### config.mk
export PLATFORM = sky130hd
export DESIGN_NAME = unidade_controle
export DESIGN_NICKNAME = d
export VERILOG_FILES = /design/src/rtl/proc_pkg.sv /design/src/rtl/dec3to8.sv /design/src/rtl/unidade_controle.sv
export SDC_FILE = /design/constraint.sdc
export NUM_CORES = 1
export LEC_CHECK = 0
export ABC_AREA = 1
export BUFFER_PORTS_ARGS = -buffer_cell sky130_fd_sc_hd__clkbuf_2
export CORE_MARGIN = 4
export CORE_UTILIZATION = 51
export DETAILED_ROUTE_END_ITERATION = 8
export PLACE_DENSITY_LB_ADDON = 0.2
export SYNTH_ARGS = -nofsm -noshare
export SYNTH_HDL_FRONTEND = slang
export SYNTH_SLANG_ARGS = --single-unit
### constraint.sdc
create_clock -name Clock -period 2.3 [get_ports Clock]
set_input_delay 0.345 -clock Clock [delete_from_list [all_inputs] [get_ports Clock]]
set_output_delay 0.345 -clock Clock [all_outputs]
set_load 0.02 [all_outputs]
### src/rtl/proc_pkg.sv
// Shared definitions for the 16-bit bus processor: opcodes, control states, IR fields.
package proc_pkg;

   typedef enum logic [1:0] {T0, T1, T2, T3} state_t;

   localparam logic [3:0] OP_MV   = 4'b0000;
   localparam logic [3:0] OP_MVI  = 4'b0001;
   localparam logic [3:0] OP_MVNZ = 4'b0010;
   localparam logic [3:0] OP_ADD  = 4'b0101;
   localparam logic [3:0] OP_SUB  = 4'b0110;
   localparam logic [3:0] OP_OR   = 4'b0111;
   localparam logic [3:0] OP_SLT  = 4'b1000;
   localparam logic [3:0] OP_SLL  = 4'b1001;
   localparam logic [3:0] OP_SRL  = 4'b1010;

   localparam int OPC_HI = 15;
   localparam int OPC_LO = 12;
   localparam int RX_HI  = 11;
   localparam int RX_LO  = 9;
   localparam int RY_HI  = 8;
   localparam int RY_LO  = 6;

   function automatic logic is_alu_op(input logic [3:0] op);
      return (op == OP_ADD) || (op == OP_SUB) || (op == OP_OR) ||
             (op == OP_SLT) || (op == OP_SLL) || (op == OP_SRL);
   endfunction

endpackage

### src/rtl/dec3to8.sv
// 3-to-8 one-hot decoder with enable.
module dec3to8 (
   input  logic [2:0] i_sel,
   input  logic       i_en,
   output logic [7:0] o_onehot
);

   always_comb begin
      o_onehot = '0;
      if (i_en) o_onehot = 8'b1 << i_sel;
   end

endmodule

### src/rtl/unidade_controle.sv
// Multicycle control unit: latches the instruction in T0 and sequences T1..T3,
// decoding all datapath enables from the current state and IR.
module unidade_controle
   import proc_pkg::*;
#(
   parameter int NREG = 8
) (
   input  logic            Clock,
   input  logic            Reset,
   input  logic            Run,
   input  logic [15:0]     DIN,
   input  logic            GNZ,
   output logic [NREG-1:0] Rin,
   output logic [NREG-1:0] Rout,
   output logic            Ain,
   output logic            Gin,
   output logic            Gout,
   output logic            DINout,
   output logic [3:0]      ULAop,
   output logic            Busy,
   output logic            Done
);

   state_t      r_state;
   logic [15:6] r_ir;

   logic [3:0]      w_op;
   logic            w_alu;
   logic            w_busy;
   logic [NREG-1:0] w_rx_1h;
   logic [NREG-1:0] w_ry_1h;
   logic            w_rin_x;
   logic            w_rout_x;
   logic            w_rout_y;
   logic            w_unused;

   // Low six instruction bits carry no meaning and are never stored.
   assign w_unused = ^DIN[5:0];
   assign w_op     = r_ir[OPC_HI:OPC_LO];
   assign w_alu    = is_alu_op(w_op);
   assign w_busy   = (r_state != T0);

   always_ff @(posedge Clock or posedge Reset) begin
      if (Reset) begin
         r_state <= T0;
         r_ir    <= '0;
      end else begin
         unique case (r_state)
            T0: if (Run) begin
                   r_ir    <= DIN[15:6];
                   r_state <= T1;
                end
            T1: r_state <= w_alu ? T2 : T0;
            T2: r_state <= T3;
            T3: r_state <= T0;
         endcase
      end
   end

   dec3to8 u_dec_rx (
      .i_sel    (r_ir[RX_HI:RX_LO]),
      .i_en     (w_busy),
      .o_onehot (w_rx_1h)
   );

   dec3to8 u_dec_ry (
      .i_sel    (r_ir[RY_HI:RY_LO]),
      .i_en     (w_busy),
      .o_onehot (w_ry_1h)
   );

   always_comb begin
      w_rin_x  = 1'b0;
      w_rout_x = 1'b0;
      w_rout_y = 1'b0;
      Ain      = 1'b0;
      Gin      = 1'b0;
      Gout     = 1'b0;
      DINout   = 1'b0;
      ULAop    = '0;
      Done     = 1'b0;
      unique case (r_state)
         T0: ;
         T1: begin
            if (w_alu) begin
               w_rout_x = 1'b1;
               Ain      = 1'b1;
            end else begin
               Done = 1'b1;
               case (w_op)
                  OP_MV: begin
                     w_rout_y = 1'b1;
                     w_rin_x  = 1'b1;
                  end
                  OP_MVI: begin
                     DINout  = 1'b1;
                     w_rin_x = 1'b1;
                  end
                  OP_MVNZ: begin
                     w_rout_y = GNZ;
                     w_rin_x  = GNZ;
                  end
                  default: ;
               endcase
            end
         end
         T2: begin
            w_rout_y = 1'b1;
            Gin      = 1'b1;
            ULAop    = w_op;
         end
         T3: begin
            Gout    = 1'b1;
            w_rin_x = 1'b1;
            Done    = 1'b1;
         end
      endcase
      Busy = w_busy;
      Rin  = w_rin_x ? w_rx_1h : '0;
      // Rx and Ry reads never coincide, so Rout stays one-hot even when Rx == Ry.
      Rout = w_rout_x ? w_rx_1h : (w_rout_y ? w_ry_1h : '0);
   end

endmodule

==> qor.txt, run 1 <==
================================================================================
Power, Total                                                             1.73 mW
Initial standard-cell utilization of the core                              53.9%
Area of placed instances                                              1290 sq um
Clock buffer count from CTS                                                    3
Core outline area                                                     1980 sq um
Maximum clock frequency                                                  469 MHz
Post-route DRC violation count                                                 0
Hold bufs inserted after CTS                                                   0
Largest net degree at the start of global routing                             13
Post-Route WL                                                            2380 um
Fraction of registers with async set or reset after synthesis               100%
Worst slew slack as a fraction of its limit                                71.2%
Worst-skew pair later-pin latency                                        0.26 ns
Final setup violation count                                                    0
Setup TNS                                                                   0 ns
Switching pwr                                                           0.985 mW
Routed met2 length                                                       1080 um
Leakage power of the design                                             0.723 nW
Number of maximum-capacitance constraint violations                            0
Multi-input logic area                                                 609 sq um
Highest routing layer actually used                                         met4
Sw Ratio                                                                   56.9%
Combinational fraction of design power                                     68.8%
Wire length of the first global-routing pass                             3710 um
Avg Inst Size Synth                                                   6.72 sq um
Nature of the critical path startpoint                                      flop
Post-synth EDFFs                                                               0
Height of the die                                                        53.8 um
Result of the run                                                   finished clean
Max-slew violation count                                                       0
Number of routed nets with antenna violations                                  0
Path category of the worst min-delay check                          input port to asynchronous set/reset pin
RSZ-0062 raised after global routing                                       false
Worst supply voltage drop on vdd                                      0.000918 V
Area fraction of the dominant cell type after synthesis                    28.1%
Area of the die                                                       2890 sq um
Level count of the clock H-tree                                                1
CTS clk-pin slew, worst paths                                            0.06 ns
Filler cell count in the final layout                                        184
Routability-driven placement congestion ratio                              0.776
Overall via count from detail_route                                        1,100
Part of the power in registers                                             24.3%
Number of warnings issued by yosys                                             0
Row count                                                                     16
Share of cells above drive strength 1                                      35.2%
Vias in the first global route                                               870
Number of antenna violations at the first check in global routing              0
Clock tree from TritonCTS                                                  built
Critical Path End Type                                               output port
Worst Setup Slack post-DPL                                              0.362 ns
Clock sink count                                                              12
Synthesized netlist cell count                                               159
Total met3 wirelength after detailed routing                              134 um
Pre-Repair DR Iteration Count                                                  5
Number of nets in the finished design                                        225
Worst Path Arrival                                                       1.79 ns
Number of storage elements in the synthesis netlist                           12
Highest net fanout along the worst path                                        8
Part of the Yosys area used for sequential elements                        28.1%
Count of inserted antenna diode cells                                          0
Routed WL per cell                                                       10.5 um
Source of the worst register-to-register timing path                  r_state[0]
Share of the cycle needed by the critical path after routing               92.7%
Die X                                                                    53.8 um
Kind of critical path                                               flop to output port
Post-synthesis net count                                                     183
Port bufs                                                                     39
Root buffer selected by CTS                                         sky130_fd_sc_hd__clkbuf_4
Slew of the pin with the lowest slew margin                             0.432 ns
Vias/cell                                                                   4.87
Area added between synthesis and finish                                    22.8%
Area taken by flip-flops and latches                                   300 sq um
Routed met1 length                                                       1130 um
Worst r2r path cells                                                           7
Worst-case clock skew                                                0.000843 ns
Post-Syn Area                                                         1070 sq um
Final Cell Area                                                       1310 sq um
PnR worst setup slack                                                   0.167 ns
Buffer levels on the longest clock path                                        2
Count of different cell masters after synthesis                               25
Overall overflow remaining after global route                                  0
Synth area leader                                                   sky130_fd_sc_hd__dfrtp_1
Power density over the cells                                        1320 nW/um^2
Main area contributors after synthesis                              sky130_fd_sc_hd__dfrtp_1 (28%), sky130_fd_sc_hd__inv_1 (11%), sky130_fd_sc_hd__nand2_1 (10%)
Data required, critical path                                             1.96 ns
Period minus WS final                                                    2.13 ns
DPL Wire Length                                                          2040 um
Hold Vio Cnt, Final                                                            0
Top cells by instance count after synthesis                         sky130_fd_sc_hd__inv_1 (30), sky130_fd_sc_hd__nand2_1 (29), sky130_fd_sc_hd__nor2_1 (22)
Clock network power share                                                   6.9%
Number of top-level pins                                                      46
Most numerous cell in the Yosys netlist                             sky130_fd_sc_hd__inv_1
Dominant register cell in the synthesized netlist                   sky130_fd_sc_hd__dfrtp_1
Cell Int Power                                                          0.747 mW
Total track usage                                                          17.7%
Number of DRC markers after the initial detailed-route iteration              31
================================================================================
[routing by layer]
| metal | track usage, % | vias to the layer above |
|---|---|---|
| met3 | 1.66 | 4 |
| met4 | 8.94 | 0 |
| li1 | - | 576 |
| met1 | 24.3 | 490 |
| met5 | 0 | - |
| met2 | 27.4 | 30 |
[flip-flops by register name, summed over array words and instances (netlist names), named ones only]
| register | count |
|---|---|
| r_ir | 10 |
| r_state | 1 |
[layout make-up]
type                       instances  area share, %
tap                               27           2.57
inverter                          35           10.4
sequential                        12           22.9
timing repair buffer              41           16.0
clock buffer                       3           1.72
multi-input combinational        108           46.4
[timing repair]
item                       CTS  global route
resized for setup            0             1
buffers inserted             0             0
setup endpoints to repair    0            10
[worst paths after layout]
kind | end | slack [ns]
max in group asynchronous | r_ir[11] | 1.95
min reg2reg | r_ir[9] | 0.58
max | Rout[2] | 0.17
min | r_ir[14] | 0.05
max reg2reg | flop | 0.79
min in group Clock | r_ir[11] | 0.33
[cells in the final DEF (no fill, tap or decap)]
| master | count |
|---|---|
| sky130_fd_sc_hd__clkbuf_4 | 3 |
| sky130_fd_sc_hd__nand3_4 | 1 |
| sky130_fd_sc_hd__o21ai_2 | 1 |
| sky130_fd_sc_hd__nand2_1 | 29 |
| sky130_fd_sc_hd__ha_2 | 1 |
| sky130_fd_sc_hd__nor2_2 | 8 |
| sky130_fd_sc_hd__a22oi_1 | 1 |
| sky130_fd_sc_hd__inv_6 | 1 |
| sky130_fd_sc_hd__inv_2 | 4 |
| sky130_fd_sc_hd__buf_4 | 2 |
| sky130_fd_sc_hd__a21oi_1 | 12 |
| sky130_fd_sc_hd__nor2_1 | 22 |
| sky130_fd_sc_hd__nand3_2 | 3 |
| sky130_fd_sc_hd__clkbuf_2 | 39 |
| sky130_fd_sc_hd__nand4_1 | 8 |
| sky130_fd_sc_hd__nor2_4 | 3 |
| sky130_fd_sc_hd__inv_1 | 30 |
| sky130_fd_sc_hd__o21ai_1 | 1 |
| sky130_fd_sc_hd__a21oi_4 | 1 |
| sky130_fd_sc_hd__ha_1 | 3 |
| sky130_fd_sc_hd__nor3_1 | 9 |
| sky130_fd_sc_hd__dfrtp_1 | 12 |
| sky130_fd_sc_hd__nand3_1 | 1 |
| sky130_fd_sc_hd__nand2_2 | 2 |
| sky130_fd_sc_hd__o21ai_4 | 1 |
| sky130_fd_sc_hd__o21bai_1 | 1 |
[cell families (layout without fill, tap and decap cells)]
kind of cell	Yosys count	count (layout)	synth area share, %
and+or+nand+nor	86	86	40.7
buffers and inverters	39	79	15.1
AOI/OAI and AO/OA	18	18	11.4
DFF	12	12	28.1
adders and majority gates	4	4	4.68
[worst max-delay path: stages (launching register included)]
cell and delay, ns:
sky130_fd_sc_hd__dfrtp_1 0.41, sky130_fd_sc_hd__inv_1 0.09, sky130_fd_sc_hd__ha_1 0.30, sky130_fd_sc_hd__inv_2 0.10, sky130_fd_sc_hd__o21ai_4 0.24, sky130_fd_sc_hd__nand4_1 0.13
sky130_fd_sc_hd__nand2_1 0.09, sky130_fd_sc_hd__clkbuf_2 0.16
[power by group through the flow]
stage / registers, mW / logic [mW] / clock network [mW]
2_1_floorplan: 0.403 / 0.937 / 0
3_3_place_gp: 0.415 / 1.14 / 0
3_5_place_dp: 0.422 / 1.18 / 0
4_1_cts: 0.418 / 1.19 / 0.126
5_1_grt: 0.433 / 1.32 / 0.135
6_report: 0.421 / 1.19 / 0.119
[per-stage QoR]
step	util (%)	instances	hold WS [ns]
floorplan	-	159	0.210
detailed placement	65.0	223	0.353
global route	66.2	226	0.0853
finish	66.2	226	0.0543
CTS	66.1	226	0.0645
global placement	65.0	223	0.341
Note: power is estimated with default switching activity, not from simulation.
==> inputs of run 2 (changes only) <==
Settings changed: REMOVE_ABC_BUFFERS set to 1.
==> qor.txt, run 2 (synthesized netlist as in run 1, its figures left out) <==
==================================================================================
Port bufs                                                                       39   unchanged
Top register by number of flip-flops                                          r_ir   unchanged
Worst-skew pair later-pin latency                                          0.26 ns   about the same
Area of placed instances                                                1280 sq um   was 1290 sq um
Period minus WS final                                                      2.08 ns   was 2.13 ns
Wire length of the first global-routing pass                               4120 um   was 3710 um
Overall via count from detail_route                                          1,070   was 1,100
Buffer levels on the longest clock path                                          2   unchanged
Clock sink count                                                                12   unchanged
Hold Vio Cnt, Final                                                              0   unchanged
Routed met2 length                                                         1100 um   was 1080 um
Root buffer selected by CTS                                           sky130_fd_sc_hd__clkbuf_4   unchanged
Cell Int Power                                                            0.744 mW   was 0.747 mW
Sw Ratio                                                                     57.0%   was 56.9%
Post-Route WL                                                              2370 um   was 2380 um
Power density over the cells                                          1320 nW/um^2   about the same
Number of DRC markers after the initial detailed-route iteration                40   was 31
Part of the power in registers                                               24.3%   about the same
Count of inserted antenna diode cells                                            0   unchanged
Endpoint of the worst setup timing path                                     Rin[2]   was Rout[2]
Level count of the clock H-tree                                                  1   unchanged
CTS clk-pin slew, worst paths                                              0.07 ns   was 0.06 ns
Slew of the pin with the lowest slew margin                               0.438 ns   was 0.432 ns
Total track usage                                                            19.1%   was 17.7%
Clock tree from TritonCTS                                                    built   unchanged
Height of the die                                                          53.8 um   unchanged
Path category of the worst min-delay check                            input port to asynchronous set/reset pin   unchanged
Area of the die                                                         2890 sq um   unchanged
Final Cell Area                                                         1310 sq um   about the same
Max-slew violation count                                                         0   unchanged
Highest net fanout along the worst path                                         12   was 8
Nature of the critical path startpoint                                        flop   unchanged
Area added between synthesis and finish                                      22.4%   was 22.8%
Total met3 wirelength after detailed routing                                119 um   was 134 um
Setup TNS                                                                     0 ns   unchanged
Leakage power of the design                                               0.717 nW   was 0.723 nW
Vias in the first global route                                                 989   was 870
Clock buffer count from CTS                                                      3   unchanged
Largest net degree at the start of global routing                               21   was 13
Number of maximum-capacitance constraint violations                              0   unchanged
Kind of critical path                                                 flop to output port   unchanged
Number of top-level pins                                                        46   unchanged
Highest routing layer actually used                                           met4   unchanged
Source of the worst register-to-register timing path                    r_state[0]   unchanged
Worst slew slack as a fraction of its limit                                  70.8%   was 71.2%
Final setup violation count                                                      0   unchanged
Most common cell after layout, fill and taps aside                    sky130_fd_sc_hd__clkbuf_2   unchanged
Post-route DRC violation count                                                   0   unchanged
First element of the critical path                                      r_state[0]
Worst r2r path cells                                                             7   unchanged
Share of cells above drive strength 1                                        35.4%   was 35.2%
Overall overflow remaining after global route                                    0   unchanged
Flop2flop setup slack                                                      0.79 ns   about the same
Maximum clock frequency                                                    481 MHz   was 469 MHz
Clock network power share                                                     7.0%   was 6.9%
Routability-driven placement congestion ratio                                0.789   was 0.776
Worst supply voltage drop on vdd                                        0.000896 V   was 0.000918 V
Number of nets in the finished design                                          224   was 225
Row count                                                                       16   unchanged
Number of routed nets with antenna violations                                    0   unchanged
Switching pwr                                                             0.987 mW   was 0.985 mW
Number of antenna violations at the first check in global routing                0   unchanged
Die X                                                                      53.8 um   unchanged
Combinational fraction of design power                                       68.7%   was 68.8%
Worst Hold Slack                                                         0.0512 ns   was 0.0543 ns
Worst-case clock skew                                                   0.00185 ns   was 0.000843 ns
Routed met1 length                                                         1130 um   about the same
Routed WL per cell                                                         10.5 um   about the same
Result of the run                                                     finished clean   unchanged
Initial standard-cell utilization of the core                                53.9%   unchanged
Registers with the highest flip-flop counts                           r_ir: 10 flops, r_state: 1 flops   unchanged
Worst Path Arrival                                                         1.73 ns   was 1.79 ns
Highest-count cells in the layout ignoring fill and taps              sky130_fd_sc_hd__clkbuf_2 (39), sky130_fd_sc_hd__inv_1 (30), sky130_fd_sc_hd__nand2_1 (29)   unchanged
Vias/cell                                                                     4.76   was 4.87
DPL Wire Length                                                            1990 um   was 2040 um
Share of the cycle needed by the critical path after routing                 90.3%   was 92.7%
Data required, critical path                                               1.96 ns   about the same
RSZ-0062 raised after global routing                                         false   unchanged
Critical Path End Type                                                 output port   unchanged
Core outline area                                                       1980 sq um   unchanged
Pre-Repair DR Iteration Count                                                    4   was 5
Flip-flop count of the largest register, all copies and words added             10   unchanged
==================================================================================
[run 2: cell types whose count changed in the layout (fill, tap and decap cells not counted), sizes merged]
cell / change
buf: -1
[run 2: routing by layer]
| metal | track usage [%] | vias up |
|---|---|---|
| met2 | 30.6 | 27 |
| met5 | 0 | - |
| met3 | 1.11 | 4 |
| li1 | - | 573 |
| met4 | 8.51 | 0 |
| met1 | 26.1 | 466 |
[run 2: worst min-delay path by stage]
stage / from / to / cells after the start
after floorplan: Reset / asynchronous set/reset pin / 1
after global placement: Reset / r_ir[14] / 2
after detailed placement: Reset / r_ir[14] / 2
after CTS: Reset / r_ir[14] / 2
after global routing: Reset / r_ir[14] / 2
final: Reset / r_ir[14] / 2
[run 2: worst max-delay path, cell delays in order (launching register included)]
cell and delay (ns):
sky130_fd_sc_hd__dfrtp_1 0.38, sky130_fd_sc_hd__inv_1 0.10, sky130_fd_sc_hd__ha_2 0.29, sky130_fd_sc_hd__nor2_4 0.15, sky130_fd_sc_hd__inv_2 0.06, sky130_fd_sc_hd__nor2_1 0.16
sky130_fd_sc_hd__inv_1 0.07, sky130_fd_sc_hd__nor2_2 0.09, sky130_fd_sc_hd__clkbuf_2 0.17
[run 2: through the flow]
| stage | std cells | setup WS (ns) | power, mW | utilization (%) |
|---|---|---|---|---|
| floorplan | 155 | 0.569 | 1.31 | - |
| global placement | 222 | 0.432 | 1.55 | 64.6 |
| detailed placement | 222 | 0.378 | 1.60 | 64.6 |
| CTS | 225 | 0.0804 | 1.72 | 65.7 |
| global route | 225 | 0.0541 | 1.90 | 66.0 |
| finish | 225 | 0.223 | 1.73 | 66.0 |
[run 2: what timing repair did]
| action | CTS | global route |
|---|---|---|
| hold endpoints to repair | 0 | 0 |
| hold buffers | 0 | 0 |
| setup endpoints to repair | 0 | 13 |
| setup buffers | 0 | 0 |
| gates resized for setup | 0 | 2 |
[run 2: cell type report]
type	instances	area [sq um]
Clock buffer	3	22.5
Multi-Input combinational cell	108	612
Fill cell	173	674
Tap cell	27	33.8
Timing Repair Buffer	40	203
Sequential cell	12	300
Inverter	35	136
[run 2: power by group through the flow]
stage	logic [mW]	clock network, mW	registers (mW)
CTS	1.18	0.126	0.422
detailed placement	1.17	0	0.426
global route	1.32	0.142	0.437
global placement	1.13	0	0.415
finish	1.19	0.121	0.421
floorplan	0.906	0	0.403
